### src/rtl/snoop_bus_control.sv
// Snoop bus controller: round-robin arbitration of per-core misses, cache-to-cache forwarding and invalidation.
// Latency: ARB + SNOOP + one beat per block word; dwait stays high until each word is accepted, and memory stalls through mem_dwait.
module snoop_bus_control #(
    parameter int NCORES      = 2,
    parameter int BLOCK_WORDS = 2,
    parameter int WW          = 32
) (
    input  logic                  CLK,
    input  logic                  RST,
    input  logic [NCORES-1:0]     dREN,
    input  logic [NCORES-1:0]     dWEN,
    input  logic [NCORES-1:0]     ccwrite,
    input  logic [WW-1:0]         daddr       [NCORES],
    input  logic [WW-1:0]         dstore      [NCORES],
    output logic [NCORES-1:0]     dwait,
    output logic [WW-1:0]         dload       [NCORES],
    output logic [NCORES-1:0]     ccwait,
    output logic [NCORES-1:0]     ccinv,
    output logic [WW-1:0]         ccsnoopaddr [NCORES],
    output logic                  mem_dREN,
    output logic                  mem_dWEN,
    output logic [WW-1:0]         mem_daddr,
    output logic [WW-1:0]         mem_dstore,
    input  logic [WW-1:0]         mem_dload,
    input  logic                  mem_dwait
);

    localparam int PW = (NCORES > 1) ? $clog2(NCORES) : 1;
    localparam int CW = $clog2(BLOCK_WORDS) + 1;

    typedef enum logic [2:0] {
        IDLE, ARB, SNOOP, MEM_WB, OWNER_WB, MEM_READ, UPGRADE
    } state_t;

    state_t          state, state_n;
    logic [PW-1:0]   grant, grant_n;
    logic [PW-1:0]   owner, owner_n;
    logic            rdx, rdx_n;
    logic [CW-1:0]   cnt, cnt_n;
    logic [PW-1:0]   rr_ptr, rr_n;

    logic [NCORES-1:0] req;
    logic [PW-1:0]     arb_g, own_k, cur_g, nxt_rr;
    logic              arb_found, own_found, last;
    logic [NCORES-1:0] not_g;

    assign req    = dREN | dWEN | ccwrite;
    assign cur_g  = (state == ARB) ? arb_g : grant;
    assign last   = (cnt == CW'(BLOCK_WORDS - 1));
    assign nxt_rr = PW'((int'(grant) + 1) % NCORES);
    assign not_g  = ~(NCORES'(1) << grant);

    always_comb begin : search
        logic [PW-1:0] idx;
        idx       = '0;
        arb_found = 1'b0;
        arb_g     = '0;
        own_found = 1'b0;
        own_k     = '0;
        for (int i = 0; i < NCORES; i++) begin
            idx = PW'((int'(rr_ptr) + i) % NCORES);
            if (!arb_found && req[idx]) begin
                arb_found = 1'b1;
                arb_g     = idx;
            end
        end
        // Lowest-index Modified holder other than the requester supplies the block.
        for (int k = 0; k < NCORES; k++) begin
            if (!own_found && (k != int'(grant)) && ccwrite[k]) begin
                own_found = 1'b1;
                own_k     = PW'(k);
            end
        end
    end

    always_comb begin : fsm
        state_n    = state;
        grant_n    = grant;
        owner_n    = owner;
        rdx_n      = rdx;
        cnt_n      = cnt;
        rr_n       = rr_ptr;
        dwait      = '1;
        ccinv      = '0;
        ccwait     = '0;
        mem_dREN   = 1'b0;
        mem_dWEN   = 1'b0;
        mem_daddr  = '0;
        mem_dstore = '0;
        for (int i = 0; i < NCORES; i++) begin
            dload[i]       = '0;
            ccsnoopaddr[i] = '0;
        end

        if (state != IDLE) begin
            ccwait = ~(NCORES'(1) << cur_g);
            for (int i = 0; i < NCORES; i++) ccsnoopaddr[i] = daddr[cur_g];
        end

        case (state)
            IDLE: if (|req) state_n = ARB;
            ARB: begin
                if (!arb_found) begin
                    state_n = IDLE;
                end else begin
                    grant_n = arb_g;
                    rdx_n   = dREN[arb_g] & ccwrite[arb_g];
                    if (dWEN[arb_g])                          state_n = MEM_WB;
                    else if (ccwrite[arb_g] && !dREN[arb_g])  state_n = UPGRADE;
                    else                                      state_n = SNOOP;
                end
            end
            SNOOP: begin
                owner_n = own_k;
                state_n = own_found ? OWNER_WB : MEM_READ;
            end
            MEM_WB: begin
                mem_dWEN   = 1'b1;
                mem_daddr  = daddr[grant];
                mem_dstore = dstore[grant];
                if (!mem_dwait) dwait[grant] = 1'b0;
            end
            OWNER_WB: begin
                mem_dWEN   = 1'b1;
                mem_daddr  = daddr[grant];
                mem_dstore = dstore[owner];
                if (!mem_dwait) begin
                    dwait[owner] = 1'b0;
                    dwait[grant] = 1'b0;
                    dload[grant] = dstore[owner];
                    if (last && rdx) ccinv = not_g;
                end
            end
            MEM_READ: begin
                mem_dREN  = 1'b1;
                mem_daddr = daddr[grant];
                if (!mem_dwait) begin
                    dwait[grant] = 1'b0;
                    dload[grant] = mem_dload;
                    if (last && rdx) ccinv = not_g;
                end
            end
            UPGRADE: begin
                ccinv        = not_g;
                dwait[grant] = 1'b0;
                rr_n         = nxt_rr;
                state_n      = IDLE;
            end
            default: state_n = IDLE;
        endcase

        if ((state == MEM_WB || state == OWNER_WB || state == MEM_READ) && !mem_dwait) begin
            if (last) begin
                cnt_n   = '0;
                rr_n    = nxt_rr;
                state_n = IDLE;
            end else begin
                cnt_n = cnt + CW'(1);
            end
        end
    end

    always_ff @(posedge CLK or posedge RST) begin
        if (RST) begin
            state  <= IDLE;
            grant  <= '0;
            owner  <= '0;
            rdx    <= 1'b0;
            cnt    <= '0;
            rr_ptr <= '0;
        end else begin
            state  <= state_n;
            grant  <= grant_n;
            owner  <= owner_n;
            rdx    <= rdx_n;
            cnt    <= cnt_n;
            rr_ptr <= rr_n;
        end
    end

endmodule
### config.mk
export PLATFORM = sky130hd
export DESIGN_NAME = snoop_bus_control
export DESIGN_NICKNAME = d
export VERILOG_FILES = /design/src/rtl/snoop_bus_control.sv
export SDC_FILE = /design/constraint.sdc
export NUM_CORES = 1
export LEC_CHECK = 0
export ABC_CLOCK_PERIOD_IN_PS = 2400
export CAP_MARGIN = 20
export CORE_AREA = 10 10 137 139
export CTS_CLUSTER_SIZE = 14
export DETAILED_ROUTE_END_ITERATION = 8
export DIE_AREA = 0 0 147 149
export GPL_TIMING_DRIVEN = 1
export SYNTH_ARGS = -nofsm -noshare
export SYNTH_HDL_FRONTEND = slang
export SYNTH_SLANG_ARGS = --single-unit
### constraint.sdc
create_clock -name CLK -period 2.4 [get_ports CLK]
set_input_delay 0.24 -clock CLK [delete_from_list [all_inputs] [get_ports CLK]]
set_output_delay 0.24 -clock CLK [all_outputs]
set_load 0.005 [all_outputs]
==> flow_metrics.tcl <==
set metrics [dict create \
    yosysUniqueCellTypes 51 \
    slew_headroom_pct 59.3 \
    drt_iter0_drc 242 \
    routed_wl_um 22600 \
    cp_data_arrival_time_ns 2.14 \
    place_ws_ns -0.202 \
    portBuffers 368 \
    finalSetupViolCount 0 \
    gp_congestion 0.839 \
    p_leak_nw 4.12 \
    syn_area_per_cell_um2 6.83 \
    cts_tree "done" \
    ys_seq_area_share_pct 6.66 \
    layout_commonest_cell "clkdlybuf4s50_1" \
    reg2reg_to "rr_ptr" \
    final_area_mm2 0.00782 \
    grtUsageMet2_pct 34.4 \
    drt_pass1_iterations 5 \
    dr_total_vias 5201 \
    row_count 47 \
    die_w_um 147 \
    power_switching_mw 3.80 \
    swShare_pct 46.1 \
    io_pins 369 \
    final_cell_mix "clkdlybuf4s50_1, dlygate4sd2_1, nor2_1, buf_4, dlymetal6s2s_1" \
    synth.net_count 664 \
    htreeDepth 1 \
    grt_pass1_wl_um 33200 \
    hold_buffers 0 \
    cts_inserted_buffers 3 \
    min_period_ns 2.38 \
    clock-sinks 9 \
    share_comb_of_total_power_pct 92.9 \
    pwr-share-clk_pct 3.6 \
    power_density_mw_per_mm2 1050 \
    syn_to_final_growth_pct 131 \
    syn_area_mm2 0.00338 \
    cts-root-buf "clkbuf_16" \
    r2r_slack_ns 0.59 \
    finalClockSkew_ns 0.00251 \
    finalSetupTns_ns 0 \
    drc 0 \
    placed_cell_area_mm2 0.00739 \
    worstSetupPathType "reg -> out" \
    clock_latency_ns 0.24 \
    fin_cells 1075 \
    utilization_pct 48.4 \
    antenna_left 0 \
    p_int_mw 4.44 \
    cts.path.max_buffers 2 \
    min-delay-path-class "in -> async" \
    slew_viol_final 0 \
    viasPerCell 4.84 \
    r2r_start "state[2]" \
    fillCellCount 1673 \
    antenna_found_initial 0 \
    wl_per_cell_um 21.0 \
    holdWs_ns 0.281 \
    rsz0062_at_grt "yes" \
    max_cap_violations 0 \
    overflow 0 \
    yosys_register_bits 9 \
    use_met1_pct 20.5 \
    total_power_mw 8.24 \
    grt_max_degree 36 \
    cp-start-kind "register" \
    r2r_cells 8 \
    setup_ws_ns 0.0223 \
    diodes 0 \
    grt.busiest_layer "met2" \
    power.share.sequential_pct 3.5 \
    syn_inst 495 \
    drive_gt1_share_pct 20.2 \
    status "finished clean" \
    core_area_mm2 0.0162 \
    initial_core_util_pct 20.9 \
    period_share_pct 99.1 \
    num-nets-final 1025 \
    grt_use_met3_pct 6.98 \
    irDropWorstVdd_v 0.000665 \
    die_h_um 149 \
    finalHoldViolCount 0 \
    grt_usage_pct 18.7 \
    crit_fanout 7 \
    worst_pin_slew_ns 0.611 \
    grt_pass1_vias 5355 \
    die-area_mm2 0.0219 \
    dp_hpwl_um 17900 \
    ys.warnings.count 0 \
    clk_pin_slew_worst_paths_ns 0.04 \
    cp-end-kind "primary output" \
    critPathRequiredTime_ns 2.16 \
    clock.fmax_mhz 421 \
    dpl.cell_count 1053 \
]
-- area by class of cell --
cell class              instances  area, µm²  area share (%)
repair buffers                440       4450            56.9
multi-input cells             397       2770            35.4
well taps                     220        275            3.52
flip-flops and latches          9        228            2.91
clock buffers                   4       78.8            1.01
inverters                       5       18.8           0.240
-- cells by family after synthesis --
kind of cell | count (synthesis) | share of synthesized area [%]
AND/OR/NAND/NOR | 172 | 23.8
AO/OA/AOI/OAI | 158 | 31.5
buffers and inverters | 89 | 17.1
multiplexers | 66 | 20.8
flip-flops | 9 | 6.66
XOR/XNOR | 1 | 0.259
-- worst max-delay path, stage by stage, from the launching register on --
cell             delay [ns]
dfrtp_1                0.37
buf_4                  0.14
buf_4                  0.15
and3b_2                0.24
nand2_2                0.09
o21ai_4                0.08
buf_12                 0.14
buf_4                  0.13
buf_6                  0.13
a22o_1                 0.23
clkdlybuf4s15_1        0.21
-- power groups by stage --
stage / clock (mW) / sequential (mW) / combinational, mW
detailed placement: 0 / 0.285 / 7.93
finish: 0.296 / 0.288 / 7.66
global route: 0.311 / 0.299 / 8.30
CTS: 0.301 / 0.285 / 7.60
global placement: 0 / 0.281 / 8.00
floorplan: 0 / 0.262 / 3.89
-- layer usage --
layer / vias to the layer above / part of all wire (%)
met5: - / 0
met4: 0 / 0.93
met2: 268 / 51
met3: 14 / 9.7
met1: 2426 / 39
li1: 2493 / -
-- synthesized netlist by cell type, drive strengths merged --
master     n  area share (%)
nor2     108              12
buf       65              14
o21ai     39             5.9
a21oi     38             5.6
nand3     35             5.3
a22o      33             8.8
a22oi     33             7.3
mux2      33              11
mux2i     33             9.8
clkbuf    19             2.2
dfrtp      9             6.7
nand2      6            0.89
nor3       6             1.4
inv        5            0.55
nor2b      3            0.78
nor3b      3             1.0
a221oi     2            0.52
nand2b     2            0.37
o211ai     2            0.59
o22ai      2            0.37
o31a       2            0.52
o32a       2            0.59
or3        2            0.37
or3b       2            0.59
a21boi     1            0.22
a2bb2oi    1            0.26
a31o       1            0.26
and2       1            0.19
and2b      1            0.22
and3b      1            0.26
nand3b     1            0.22
nand4      1            0.19
o211a      1            0.30
o32ai      1            0.26
xor2       1            0.26
-- sequential cells by signal (all words and copies together) (netlist names) --
signal,flops
cnt,2
grant,1
owner,1
rdx,1
rr_ptr,1
state,3
-- repair_timing --
item | in CTS | in global routing
setup buffers | 11 | 3
gates cloned | 3 | 2
pin swaps | 15 | 3
setup endpoints to repair | 155 | 100
gates resized for setup | 198 | 80
-- how the worst max path moves through the flow --
stage,startpoint,endpoint,slack (ns),cells after the start
final,state[0],mem_dstore[7],0.02,10
after CTS,state[0],mem_dstore[6],-0.08,10
after detailed placement,ccwrite[1],ccsnoopaddr[0],-0.20,7
after global routing,state[0],mem_dstore[7],-0.06,10
after global placement,ccwrite[1],ccsnoopaddr[24],-0.19,7
after floorplan,state[1],ccsnoopaddr[34],0.51,7
Note: power is estimated with default switching activity, not from simulation.
